File: config.mk
export PLATFORM = sky130hd
export DESIGN_NAME = stacker_matrix_scan_flat
export DESIGN_NICKNAME = d
export VERILOG_FILES = /design/src/rtl/stacker_matrix_scan_if.sv /design/src/rtl/stacker_matrix_scan.sv /design/src/flat_wrapper.sv
export SDC_FILE = /design/constraint.sdc
export NUM_CORES = 1
export LEC_CHECK = 0
export ABC_AREA = 1
export CAP_MARGIN = 20
export CORE_MARGIN = 5
export CORE_UTILIZATION = 29
export CTS_CLUSTER_SIZE = 10
export DETAILED_ROUTE_END_ITERATION = 8
export PLACE_DENSITY_LB_ADDON = 0.15
export SLEW_MARGIN = 20
export SYNTH_ARGS = -nofsm -noshare
export SYNTH_HDL_FRONTEND = slang
export SYNTH_SLANG_ARGS = --single-unit
File: constraint.sdc
create_clock -name clk -period 2.2 [get_ports clk]
set_input_delay 0.44 -clock clk [delete_from_list [all_inputs] [get_ports clk]]
set_output_delay 0.44 -clock clk [all_outputs]
set_load 0.01 [all_outputs]
File: src/rtl/stacker_matrix_scan_if.sv
// Frame/blink inputs and matrix drive outputs of the stacker LED scanner.
interface stacker_matrix_scan_if;
  logic [63:0] frame_in;
  logic        frame_valid;
  logic        blink_en;
  logic [7:0]  row_n;
  logic [7:0]  col;
  logic        frame_sync;

  modport master (
    output frame_in, frame_valid, blink_en,
    input  row_n, col, frame_sync
  );

  modport slave (
    input  frame_in, frame_valid, blink_en,
    output row_n, col, frame_sync
  );
endinterface

File: src/rtl/stacker_matrix_scan.sv
// Row-multiplexed 8x8 LED matrix driver: double-buffered frames, blanking
// gap between rows, and whole-image blinking for end-of-game.
module stacker_matrix_scan #(
  parameter int unsigned DWELL        = 1024,
  parameter int unsigned BLANK        = 8,
  parameter int unsigned BLINK_FRAMES = 32
) (
  input  logic                 clk,
  input  logic                 rst,
  stacker_matrix_scan_if.slave bus
);

  localparam int unsigned CNT_MAX = (DWELL > BLANK) ? DWELL : BLANK;
  localparam int unsigned CNT_W   = (CNT_MAX > 1) ? $clog2(CNT_MAX) : 1;
  localparam int unsigned BLK_W   = (BLINK_FRAMES > 1) ? $clog2(BLINK_FRAMES) : 1;

  typedef enum logic {S_BLANK = 1'b0, S_DRIVE = 1'b1} state_t;

  state_t             r_state, w_state_nxt;
  logic [2:0]         r_row, w_row_nxt;
  logic [CNT_W-1:0]   r_cnt, w_cnt_nxt;
  logic               w_boundary;

  logic [63:0]        r_pending, w_pending_nxt;
  logic               r_pend_vld, w_pend_vld_nxt;
  logic [63:0]        r_shadow, w_shadow_nxt;
  logic [BLK_W-1:0]   r_blink_cnt, w_blink_cnt_nxt;
  logic               r_blink_off, w_blink_off_nxt;

  logic [7:0]         r_row_n, w_row_n_nxt;
  logic [7:0]         r_col, w_col_nxt;
  logic               r_frame_sync, w_frame_sync_nxt;

  // State register
  always_ff @(posedge clk) begin
    if (!rst) begin
      r_state <= S_BLANK;
      r_row   <= 3'd0;
      r_cnt   <= '0;
    end else begin
      r_state <= w_state_nxt;
      r_row   <= w_row_nxt;
      r_cnt   <= w_cnt_nxt;
    end
  end

  // Next-state: blank/drive phase timing and row advance
  always_comb begin
    w_state_nxt = r_state;
    w_row_nxt   = r_row;
    w_cnt_nxt   = r_cnt + CNT_W'(1);
    w_boundary  = 1'b0;
    case (r_state)
      S_BLANK: begin
        if (r_cnt == CNT_W'(BLANK - 1)) begin
          w_state_nxt = S_DRIVE;
          w_cnt_nxt   = '0;
        end
      end
      S_DRIVE: begin
        if (r_cnt == CNT_W'(DWELL - 1)) begin
          w_state_nxt = S_BLANK;
          w_cnt_nxt   = '0;
          if (r_row == 3'd7) begin
            w_row_nxt  = 3'd0;
            w_boundary = 1'b1;
          end else begin
            w_row_nxt  = r_row + 3'd1;
          end
        end
      end
      default: begin
        w_state_nxt = S_BLANK;
        w_cnt_nxt   = '0;
      end
    endcase
  end

  // Frame double-buffer and blink phase; both only move at frame boundaries
  always_comb begin
    w_pending_nxt   = r_pending;
    w_pend_vld_nxt  = r_pend_vld;
    w_shadow_nxt    = r_shadow;
    w_blink_cnt_nxt = r_blink_cnt;
    w_blink_off_nxt = r_blink_off;

    if (bus.frame_valid) begin
      w_pending_nxt  = bus.frame_in;
      w_pend_vld_nxt = 1'b1;
    end
    if (w_boundary) begin
      if (bus.frame_valid) begin
        w_shadow_nxt   = bus.frame_in;
        w_pend_vld_nxt = 1'b0;
      end else if (r_pend_vld) begin
        w_shadow_nxt   = r_pending;
        w_pend_vld_nxt = 1'b0;
      end
    end

    if (!bus.blink_en) begin
      w_blink_cnt_nxt = '0;
      w_blink_off_nxt = 1'b0;
    end else if (w_boundary) begin
      if (r_blink_cnt == BLK_W'(BLINK_FRAMES - 1)) begin
        w_blink_cnt_nxt = '0;
        w_blink_off_nxt = ~r_blink_off;
      end else begin
        w_blink_cnt_nxt = r_blink_cnt + BLK_W'(1);
      end
    end
  end

  // Output decode from next state so the registered outputs line up with it
  always_comb begin
    w_row_n_nxt      = 8'hFF;
    w_col_nxt        = 8'h00;
    w_frame_sync_nxt = (w_state_nxt == S_BLANK) && (w_row_nxt == 3'd0) &&
                       (w_cnt_nxt == '0);
    if (w_state_nxt == S_DRIVE) begin
      w_row_n_nxt = ~(8'd1 << w_row_nxt);
      if (!w_blink_off_nxt) begin
        w_col_nxt = w_shadow_nxt[{w_row_nxt, 3'b000} +: 8];
      end
    end
  end

  // Datapath and output registers
  always_ff @(posedge clk) begin
    if (!rst) begin
      r_pending    <= '0;
      r_pend_vld   <= 1'b0;
      r_shadow     <= '0;
      r_blink_cnt  <= '0;
      r_blink_off  <= 1'b0;
      r_row_n      <= 8'hFF;
      r_col        <= 8'h00;
      r_frame_sync <= 1'b0;
    end else begin
      r_pending    <= w_pending_nxt;
      r_pend_vld   <= w_pend_vld_nxt;
      r_shadow     <= w_shadow_nxt;
      r_blink_cnt  <= w_blink_cnt_nxt;
      r_blink_off  <= w_blink_off_nxt;
      r_row_n      <= w_row_n_nxt;
      r_col        <= w_col_nxt;
      r_frame_sync <= w_frame_sync_nxt;
    end
  end

  assign bus.row_n      = r_row_n;
  assign bus.col        = r_col;
  assign bus.frame_sync = r_frame_sync;

endmodule

File: src/flat_wrapper.sv
// flat-port wrapper written by rule: the top's interface ports become plain ports
module stacker_matrix_scan_flat 
#(
  parameter int unsigned DWELL        = 1024,
  parameter int unsigned BLANK        = 8,
  parameter int unsigned BLINK_FRAMES = 32
)
  (clk, rst, bus_frame_in, bus_frame_valid, bus_blink_en, bus_row_n, bus_col, bus_frame_sync);
  stacker_matrix_scan_if bus_i ();
  input  logic clk;
  input  logic rst;
  input wire logic [$bits(bus_i.frame_in)-1:0] bus_frame_in;
  input wire logic [$bits(bus_i.frame_valid)-1:0] bus_frame_valid;
  input wire logic [$bits(bus_i.blink_en)-1:0] bus_blink_en;
  output wire logic [$bits(bus_i.row_n)-1:0] bus_row_n;
  output wire logic [$bits(bus_i.col)-1:0] bus_col;
  output wire logic [$bits(bus_i.frame_sync)-1:0] bus_frame_sync;
  assign bus_i.frame_in = bus_frame_in;
  assign bus_i.frame_valid = bus_frame_valid;
  assign bus_i.blink_en = bus_blink_en;
  assign bus_row_n = bus_i.row_n;
  assign bus_col = bus_i.col;
  assign bus_frame_sync = bus_i.frame_sync;
  stacker_matrix_scan #(.DWELL(DWELL), .BLANK(BLANK), .BLINK_FRAMES(BLINK_FRAMES)) u_core (.clk(clk), .rst(rst), .bus(bus_i));
endmodule
* Yosys cells after proc, flatten, opt, wreduce, memory -nomap -nowiden
Cells that the tools add are included.
** Word-level totals
- Bits in registers :: 166
- Input bits :: 68
- Output and inout port bits :: 17
- Word-level logic and storage cells :: 55
** Cells by class
- $add $sub $neg :: 3
- Equal/unequal tests :: 4
- Shift-type cells :: 2
- Muxes and demuxes :: 23
- Bitwise operators :: 5
- Reductions and logical operators :: 7
** Operator list (number)
- 2-to-1 mux 64 bit :: 3
- indexed part select 64 x 7 -> 8 bit :: 1
- 2-to-1 mux 10 bit :: 2
- one-hot mux 10 bit (2 select lines) :: 1
- 2-to-1 mux 1 bit :: 12
- adder 10 x 1 -> 10 bit (second input constant) :: 1
- == test 10 bit (second input constant) :: 1
- == test 10 x 3 -> 1 bit (second input constant) :: 1
- zero test 10 bit :: 1
- 2-to-1 mux 3 bit :: 3
- inverter 8 bit :: 1
- left shift 1 x 3 -> 8 bit (first input constant) :: 1
- adder 5 x 1 -> 5 bit (second input constant) :: 1
- == test 5 bit (second input constant) :: 1
- 2-to-1 mux 5 bit :: 1
- inverter 1 bit :: 4
- AND reduction 2 bit :: 2
- adder 3 x 1 -> 3 bit (second input constant) :: 1
- == test 3 bit (second input constant) :: 1
- zero test 3 bit :: 1
- OR reduction 3 bit :: 1
- logical AND 1 bit :: 2
- one-hot mux 1 bit (2 select lines) :: 1

* Depth between registers and ports, before layout
Gate-level depths: netlist of the first run.
- Depth in word-level cells :: 7
- Mapped depth :: 15
- Mapped depth without buffers :: 13

* Least setup slack after synthesis of the first run
OpenSTA, ideal clock, no wires.
- Path kind :: register to register
- From :: reg u_core.r_row[0]
- To :: reg u_core.r_col[1], in the netlist u_core.bus.col[1]
- Library setup time :: 114 ps
- Arrival :: 1924 ps
- Required time :: 2086 ps
- Setup slack :: 162 ps
- Cell stages (with the launch flop) :: 14
- Clock period less this slack :: 2038 ps
- Path through :: dfxtp_1 > ha_1 > ha_1 > clkbuf_1 > inv_1 > nor2_4 > buf_2 > nand2_1 > nand2_1 > nor2_1 > nor2_1 > nand2_1 > nor2_1 > nor2_2
** On the way
- Longest elaborated chain between the ends :: 7
- Elaborated cells on any way between the ends :: 13
** RTL lines
- start, declared :: RTL line stacker_matrix_scan.sv:20 : logic [2:0] r_row, w_row_nxt;
- start signal, assigned :: RTL line stacker_matrix_scan.sv:42 : r_row <= w_row_nxt;
- branches (longest 7 deep; another with adder 3 x 1 -> 3 bit)
- end signal, assigned :: RTL line stacker_matrix_scan.sv:146 : r_col <= w_col_nxt;
- end, declared :: RTL line stacker_matrix_scan.sv:31 : logic [7:0] r_col, w_col_nxt;
Several ways; the timed one is not identified.
A chain may end at the register's enable or synchronous reset.

* Worst setup path in the final report of the first run
- From :: reg u_core.r_cnt[0]
- To :: reg u_core.r_col[7], in the netlist u_core.bus.col[7]
** On the way
- Longest elaborated chain between the ends :: 6
- Elaborated cells on any way between the ends :: 15
** RTL lines
- start, declared :: RTL line stacker_matrix_scan.sv:21 : logic [CNT_W-1:0] r_cnt, w_cnt_nxt;
- start signal, assigned :: RTL line stacker_matrix_scan.sv:43 : r_cnt <= w_cnt_nxt;
- branches (longest 6 deep; another with 2-to-1 mux 64 bit)
Several ways; the timed one is not identified.

==> flow_summary_export.csv, run 1 <==
group,metric,value,unit
pwr,power_switching,0.00160,W
floorplan,die_w,176,um
synth,synth.yosys.seq_area_share,0.414,
detailed_routing,num_vias,7386,
clock_network,root_buffer,"clkbuf_16",
worst_setup_path,crit_chain,"ha_4, nand2_2, nor2_4, buf_6, nand4_4, buf_4, nand2_1, nand2_4, nand2_4, buf_12, nor2_1, nor2_1, nand2_1, nor2_1, nor2_1",
pwr,power_leakage,4.03,nW
synth,synth_nets,1269,
sta,fin_crit_sh,0.933,
synth,synth_async_sr_flop_share,0,
pwr,power.density,676,mW/mm^2
outcome,status,"completed",
placed_design,place_congestion,0.806,
detailed_routing,avgViaCountPerCell,4.45,
detailed_routing,finalWirelength,23600,um
sta,maxSlewViolCount,0,
floorplan,die_h,176,um
clock_network,worstSkewPairLatency,0.43,ns
pwr,clkPwrFrac,0.468,
pwr,ir_drop,0.367,mV
floorplan,dieArea,0.0311,mm^2
synth,syn_area,0.00802,mm^2
worst_setup_path,cp_top_family,"simple AND/OR/NAND/NOR gates",
detailed_routing,drt-initial-drc-count,455,
synth,yosysWarnings,0,
synth,synth_cells,1196,
finish,layout-drive-gt1-share,0.100,
worst_setup_path,worst-path-buf-inv,3,
synth,synth-seq-cells,166,
synth,yosys_most_used_dff,"dfxtp_1",
finish,layout.nets,1347,
sta,fmax,487,MHz
global_route,grt_pass1_wl,38200,um
clock_network,cts_inserted_buffers,17,
sta,worst_pin_slew,0.532,ns
floorplan,boundaryPins,85,
synth,post_synth.cell_area_avg,6.70,um^2
worst_setup_path,path_max_fanout,9,
sta,slew_headroom,0.645,
clock_network,cts_tree,"yes",
placed_design,place_hpwl,16300,um
synth,synth_cell_types,33,
worst_setup_path,slowest_stage,"dfxtp_2",
global_route,gr-total-overflow,0,
flow_run,max-cap-violations,0,
global_route,antenna_found_initial,0,
global_route,grt_max_degree,105,
sta,finalSetupViolCount,0,
pwr,power,0.00689,W
placed_design,portBuffers,84,
worst_setup_path,worstSetupEndpointType,"register",
finish,diodes,0,
worst_setup_path,path_common_cell,"nor2_1",
detailed_routing,firstDrtPassIters,5,
clock_network,htree_levels,4,
synth,yosys-top-cells-area,"dfxtp_1 (41%), nand2_1 (17%), nor2_1 (9.1%)",
synth,ys_top_cells_by_count,"nand2_1 (368), nor2_1 (194), dfxtp_1 (166)",
sta,fin_crit,2.05,ns
detailed_routing,drcViolationCount,0,
finish,area.growth.synth_to_final,27.2,%
clock_network,path_clk_slew,0.07,ns
synth,post-synth-top-count-cell,"nand2_1",
pwr,p_seq_frac,0.452,
pwr,power_frac_comb,0.080,
pwr,p_int,0.00529,W
global_route,grt_pass1_vias,7068,
worst_setup_path,startpoint_type,"register",
synth,synth_top_cell_by_area,"dfxtp_1",
finish,final_cell_area,0.0102,mm^2
floorplan,core_area,0.0271,mm^2
synth,synth_enable_flop_cells,0,
pwr,swShare,0.233,
detailed_routing,wire_per_inst,14.2,um
clock_network,cts.sinks,166,
floorplan,initial_utilization,0.296,
worst_setup_path,worst-setup-path-type,"register to register",
hold_path,hold_path_class,"register to register",
worst_setup_path,crit_arrival,2.37,ns
sta,finalClockSkew,0.0119,ns
placed_design,dpl_cell_area,0.00939,mm^2
clock_network,clock_path_buffers,2,
global_route,grt_util_all_layers,0.153,
floorplan,num_rows,60,
worst_setup_path,max_stage_delay,0.35,ns
worst_setup_path,crit_required,2.52,ns
sta,finalHoldViolCount,0,
detailed_routing,antenna_left,0,
synth,synth_top_area_frac,0.414,
[layer usage]
layer / global-route usage / wire length (um)
met1: 0.215 / 11700
met2: 0.243 / 10700
met3: 0.0345 / 941
met4: 0.0305 / 175
met5: 0 / 0
[per-stage QoR]
stage	hold slack (ns)	setup TNS, ns	cells	setup WS (ns)	utilization
after CTS	0.459	0	1653	0.00836	0.370
after global placement	0.444	0	1621	0.0281	0.347
after detailed placement	0.449	0	1621	0.0241	0.347
final	0.458	0	1659	0.148	0.376
after floorplan	0.438	0	1196	0.162	-
after global routing	0.472	-0.106	1659	-0.0367	0.376
[tightest hold or removal path, cell delays in order, from the launching register on]
cell and delay, ns:
dfxtp_1 0.31, nand2_1 0.06, a21oi_1 0.05
[state kept, by name, summed over array words and instances (netlist names)]
name                   cells
u_core.r_blink_cnt         5
u_core.r_pend_vld          1
u_core.r_shadow           64
u_core.r_row               3
u_core.bus.row_n           8
u_core.bus.col             8
u_core.r_cnt              10
u_core.r_blink_off         1
u_core.bus.frame_sync      1
u_core.r_state             1
u_core.r_pending          64
[power by group through the flow]
stage / sequential (W) / clock [W] / combinational (W)
floorplan: 0.00317 / 0 / 0.000303
detailed placement: 0.00318 / 0 / 0.000557
finish: 0.00311 / 0.00323 / 0.000553
CTS: 0.00311 / 0.00331 / 0.000560
global route: 0.00312 / 0.00345 / 0.000623
global placement: 0.00318 / 0 / 0.000557
[final cells by class]
cell class,count,area (um^2)
Multi-Input combinational cell,872,4100
Timing Repair Buffer,127,1330
Clock buffer,20,457
Inverter,90,343
Sequential cell,166,3330
Tap cell,372,465
Fill cell,2920,16900
Clock inverter,12,174
[what timing repair did]
item | CTS | global route
endpoints found under the setup margin | 0 | 14
setup buffers | 0 | 5
resized for setup | 0 | 28
hold buffers | 0 | 0
[placed cells by master (no fill, tap or decap), types with 2 or more instances in the layout]
master,count
nand2_1,357
nor2_1,191
dfxtp_1,163
inv_1,85
clkdlybuf4s50_1,83
o21ai_0,77
a21oi_1,72
nand3_1,46
a21boi_0,37
buf_4,28
o21a_1,22
clkbuf_16,18
nand2_2,13
buf_12,12
nor2_2,8
o21ai_2,7
o21ai_1,7
nor3_1,6
nor2_4,5
nand2_4,5
bufinv_16,4
clkinvlp_4,4
xor2_1,3
ha_1,3
clkinv_2,3
dfxtp_2,3
inv_4,2
nand3_2,2
inv_2,2
clkbuf_8,2
buf_6,2
[path summary, 6_finish.rpt]
check,endpoint,slack [ns],cells after the start,from
min,u_core.r_pending[40],0.46,2,u_core.r_pending[40]
max reg2reg,u_core.bus.col[7],0.15,15,u_core.r_cnt[0]
min reg2reg,u_core.r_pending[40],0.46,2,u_core.r_pending[40]
max,u_core.bus.col[7],0.15,15,u_core.r_cnt[0]
[logic make-up after synthesis]
family / share of synthesized area
AND/OR/NAND/NOR: 0.325
buffers and inverters: 0.0854
flip-flops: 0.414
AO/OA/AOI/OAI: 0.162
XOR/XNOR: 0.00546
adder cells (fa/ha/maj): 0.00780
Note: power is estimated with default switching activity, not from simulation.
==> inputs of run 2 (changes only) <==
Settings changed: REMOVE_ABC_BUFFERS set to 1.
==> flow_summary_export.csv, run 2 (synthesis gave the netlist of run 1 again) <==
group,metric,value,unit
detailed_routing,highest_layer,"met4",
worst_setup_path,crit_required,2.57,ns
detailed_routing,antenna_left,0,
sta,maxSlewViolCount,0,
finish,utilization,0.381,
clock_network,cts_tree,"yes",
detailed_routing,met2_length,10400,um
global_route,grt_max_degree,55,
global_route,grt_util_all_layers,0.151,
floorplan,die_h,176,um
sta,finalClockSkew,0.0103,ns
clock_network,cts_inserted_buffers,17,
sta,fin_tns_setup,0,ns
placed_design,place_hpwl,16100,um
pwr,ir_drop,0.430,mV
placed_design,portBuffers,84,
floorplan,boundaryPins,85,
global_route,antenna_found_initial,0,
pwr,power_leakage,4.10,nW
finish,mostFrequentLayoutCell,"nand2_1",
finish,area.growth.synth_to_final,28.8,%
sta,fin_crit_sh,0.947,
floorplan,num_rows,60,
detailed_routing,num_vias,7462,
clock_network,worstSkewPairLatency,0.43,ns
sta,fmax,480,MHz
clock_network,root_buffer,"clkbuf_16",
finish,diodes,0,
sta,worst_pin_slew,0.320,ns
pwr,power.density,644,mW/mm^2
clock_network,cts.sinks,166,
pwr,power,0.00665,W
finish,layout-drive-gt1-share,0.115,
placed_design,place_congestion,0.762,
sta,slew_headroom,0.784,
worst_setup_path,path_max_fanout,34,
detailed_routing,drt-initial-drc-count,492,
outcome,status,"completed",
finish,final_cell_area,0.0103,mm^2
sta,finalHoldViolCount,0,
detailed_routing,avgViaCountPerCell,4.45,
worst_setup_path,worst-setup-path-type,"register to register",
detailed_routing,wire_per_inst,13.9,um
worst_setup_path,crit_arrival,2.45,ns
global_route,grt_pass1_vias,7131,
hold_path,hold_path_class,"register to register",
flow_run,max-cap-violations,0,
clock_network,hold_buffers,0,
floorplan,core_area,0.0271,mm^2
detailed_routing,firstDrtPassIters,6,
global_route,gr-total-overflow,0,
placed_design,dpl_cell_area,0.00952,mm^2
clock_network,clock_path_buffers,2,
floorplan,dieArea,0.0311,mm^2
detailed_routing,wl_met3,963,um
clock_network,path_clk_slew,0.07,ns
floorplan,die_w,176,um
finish,layout.nets,1365,
worst_setup_path,startpoint_type,"register",
finish,layout_common_cells,"nand2_1 (357), nor2_1 (190), dfxtp_1 (163), inv_1 (83), clkdlybuf4s50_1 (83)",
floorplan,initial_utilization,0.296,
detailed_routing,finalWirelength,23300,um
sta,fin_crit,2.08,ns
detailed_routing,drcViolationCount,0,
sta,rsz0062_at_grt,"true",
sta,finalSetupViolCount,0,
finish,reg.largest.list,"u_core.r_pending x64, u_core.r_shadow x64, u_core.r_cnt x10",
worst_setup_path,worstSetupEndpointType,"register",
clock_network,htree_levels,4,
global_route,grt_pass1_wl,37700,um
detailed_routing,m1WireLength,11700,um
==> run 2: changes by cell type in the layout (fill, tap and decap cells not counted), moves of 3 or more <==
cell / previous run / this run
buf_6: 2 / 9
buf_12: 12 / 15
bufinv_16: 4 / 1
inv_6: 1 / 6
buf_4: 28 / 35
==> run 2: metrics by stage <==
| stage | instances | hold WS (ns) | setup slack, ns |
|---|---|---|---|
| 6_report | 1677 | 0.457 | 0.116 |
| 5_1_grt | 1677 | 0.470 | -0.0372 |
| 4_1_cts | 1667 | 0.458 | 0.0297 |
| 3_5_place_dp | 1635 | 0.447 | -0.0177 |
| 3_3_place_gp | 1635 | 0.444 | 0.0360 |
| 2_1_floorplan | 1128 | 0.438 | -1.48 |
==> run 2: critical path, stage by stage (launching register included) <==
cell and delay, ns:
dfxtp_2 0.35, ha_4 0.15, nand2_4 0.05, nor2_4 0.16, nand2_2 0.10, nor2_4 0.22
nand3_2 0.12, buf_12 0.18, o21ai_0 0.30, nand2_1 0.09, o21ai_1 0.09, nor2_1 0.07
nor2_1 0.10
==> run 2: repair_timing <==
item                       4_1_cts  5_1_grt
gates resized for setup          1       37
setup endpoints to repair        3        8
pin swaps                        0       17
buffers inserted                 0        9
cloned                           0        2
==> run 2: path summary, 6_finish.rpt <==
kind                              from              endpoint  slack (ns)  cells past startpoint
setup reg to reg       u_core.r_cnt[1]     u_core.bus.col[2]        0.12                     12
hold reg to reg   u_core.r_pending[50]  u_core.r_pending[50]        0.46                      2
setup / recovery       u_core.r_cnt[1]     u_core.bus.col[2]        0.12                     12
hold / removal    u_core.r_pending[50]  u_core.r_pending[50]        0.46                      2
==> run 2: final cells by class <==
type,instances,area (um^2)
Tap cell,372,465
Multi-Input combinational cell,873,4110
Clock buffer,17,425
Fill cell,2927,16800
Timing Repair Buffer,144,1510
Sequential cell,166,3330
Clock inverter,15,141
Inverter,90,347
==> run 2: per-layer routing <==
layer  vias up  global-route usage
met5         -                   0
met4         0              0.0328
met3        18              0.0343
met2       136               0.243
met1      3353               0.209
li1       3955                   -
==> run 2: power breakdown <==
group	switching [W]	leakage (nW)	internal (W)
logic	0.000297	2.47	0.000277
registers	0.0000381	1.35	0.00308
clock network	0.00138	0.277	0.00159
==> inputs of run 3 (changes only) <==
Settings changed: CORE_MARGIN 5 to 10.
==> flow_summary_export.csv, run 3 (synthesis gave the netlist of run 1 again) <==
group,metric,value,unit
detailed_routing,drcViolationCount,0,
clock_network,cts.sinks,166,
finish,mostFrequentLayoutCell,"nand2_1",
placed_design,portBuffers,84,
clock_network,root_buffer,"clkbuf_16",
pwr,power,0.00651,W
global_route,grt_max_degree,50,
detailed_routing,antenna_left,0,
finish,layout_common_cells,"nand2_1 (362), nor2_1 (193), dfxtp_1 (165), inv_1 (84), clkdlybuf4s50_1 (83)",
outcome,status,"completed",
detailed_routing,finalWirelength,23600,um
placed_design,dp.cells,1628,
floorplan,core_area,0.0271,mm^2
worst_setup_path,crit_required,2.52,ns
clock_network,worstSkewPairLatency,0.43,ns
clock_network,cts_tree,"yes",
global_route,antenna_found_initial,0,
placed_design,place_congestion,0.780,
detailed_routing,firstDrtPassIters,5,
detailed_routing,avgViaCountPerCell,4.41,
global_route,grt_pass1_wl,37700,um
finish,layout.nets,1351,
pwr,ir_drop,0.303,mV
hold_path,min_path_cells,2,
worst_setup_path,r2r-start,"u_core.r_cnt[1]",
finish,diodes,0,
finish,fin_cells,1663,
sta,worst_pin_slew,0.397,ns
global_route,gr-total-overflow,0,
floorplan,die_h,186,um
sta,fin_crit_sh,0.944,
pwr,power_leakage,4.01,nW
sta,finalClockSkew,0.0127,ns
clock_network,clock_path_buffers,2,
detailed_routing,drt-initial-drc-count,365,
detailed_routing,wire_per_inst,14.2,um
worst_setup_path,worstSetupEndpointType,"register",
floorplan,initial_utilization,0.296,
floorplan,die_w,186,um
sta,fmax,481,MHz
clock_network,path_clk_slew,0.07,ns
flow_run,max-cap-violations,0,
sta,maxSlewViolCount,0,
worst_setup_path,path_max_fanout,6,
clock_network,cts_inserted_buffers,17,
worst_setup_path,crit_arrival,2.40,ns
clock_network,htree_levels,4,
sta,finalSetupViolCount,0,
floorplan,num_rows,60,
finish,area.growth.synth_to_final,26.0,%
sta,slew_headroom,0.735,
worst_setup_path,r2r.worst_path.cells,14,
hold_path,hold_path_class,"register to register",
worst_setup_path,r2r-end,"u_core.bus.col[2]",
global_route,grt_pass1_vias,7122,
worst_setup_path,r2r_slack,0.12,ns
sta,fin_tns_setup,0,ns
placed_design,place_hpwl,16400,um
sta,fin_crit,2.08,ns
finish,fillers,2917,
hold_path,worstHoldStart,"u_core.r_pending[58]",
sta,hold_slack,0.458,ns
finish,layout-drive-gt1-share,0.0976,
worst_setup_path,worst-setup-path-type,"register to register",
pwr,power.density,644,mW/mm^2
sta,finalHoldViolCount,0,
finish,reg.largest.list,"u_core.r_pending x64, u_core.r_shadow x64, u_core.r_cnt x10",
floorplan,dieArea,0.0347,mm^2
global_route,grt_util_all_layers,0.137,
worst_setup_path,startpoint_type,"register",
sta,rsz0062_at_grt,"true",
floorplan,boundaryPins,85,
hold_path,min_to,"u_core.r_pending[58]",
detailed_routing,num_vias,7326,
-- run 3: cell type report --
type | count | area [um^2] | area share
well taps | 372 | 465 | 0.0461
multi-input cells | 872 | 4050 | 0.401
inverters | 90 | 344 | 0.0341
flip-flops and latches | 166 | 3320 | 0.329
clock buffers | 19 | 453 | 0.0449
clock inverters | 13 | 98.8 | 0.00979
repair buffers | 131 | 1360 | 0.135
-- run 3: per-layer routing --
layer  vias to the layer above  track usage  part of all wire
met2                       101        0.218              0.46
met5                         -            0                 0
li1                       3922            -                 -
met3                        10       0.0276             0.032
met4                         0       0.0364            0.0067
met1                      3293        0.184              0.50
-- run 3: metrics by stage --
step / cell area, um^2 / util / setup slack [ns]
finish: 10100 / 0.373 / 0.123
global route: 10100 / 0.373 / -0.0438
CTS: 10000 / 0.370 / 0.0989
detailed placement: 9470 / 0.349 / 0.120
global placement: 9470 / 0.349 / 0.110
floorplan: 7670 / - / -1.48
-- run 3: worst max-delay path: stages, from the launching register on --
cell     delay, ns
dfxtp_1       0.34
ha_2          0.19
nand2_2       0.07
nor2_4        0.17
nand4_4       0.16
nor2_4        0.26
buf_4         0.15
buf_4         0.11
nand2_1       0.06
nand2_2       0.07
nor2_1        0.05
nor2_1        0.14
nand3_1       0.08
nand2_1       0.08
nor2_1        0.04
-- run 3: power by group --
| part | internal [W] | switching (W) |
|---|---|---|
| sequential | 0.00308 | 0.0000334 |
| clock | 0.00152 | 0.00132 |
| combinational | 0.000255 | 0.000299 |
-- run 3: how the worst max path moves through the flow --
stage,from,end,slack [ns],depth (start not counted)
final,u_core.r_cnt[1],u_core.bus.col[2],0.12,14
after global routing,u_core.r_cnt[1],u_core.bus.col[3],-0.04,14
after CTS,u_core.r_row[1],u_core.bus.col[5],0.1,10
after detailed placement,u_core.r_row[1],u_core.bus.col[5],0.12,10
after global placement,u_core.r_cnt[0],u_core.bus.col[0],0.11,12
after floorplan,u_core.r_pend_vld,u_core.bus.col[6],-1.48,8
-- run 3: timing repair --
item	in CTS	in global routing
setup endpoints to repair	0	9
setup buffers	0	3
resized for setup	0	17
hold buffers	0	0
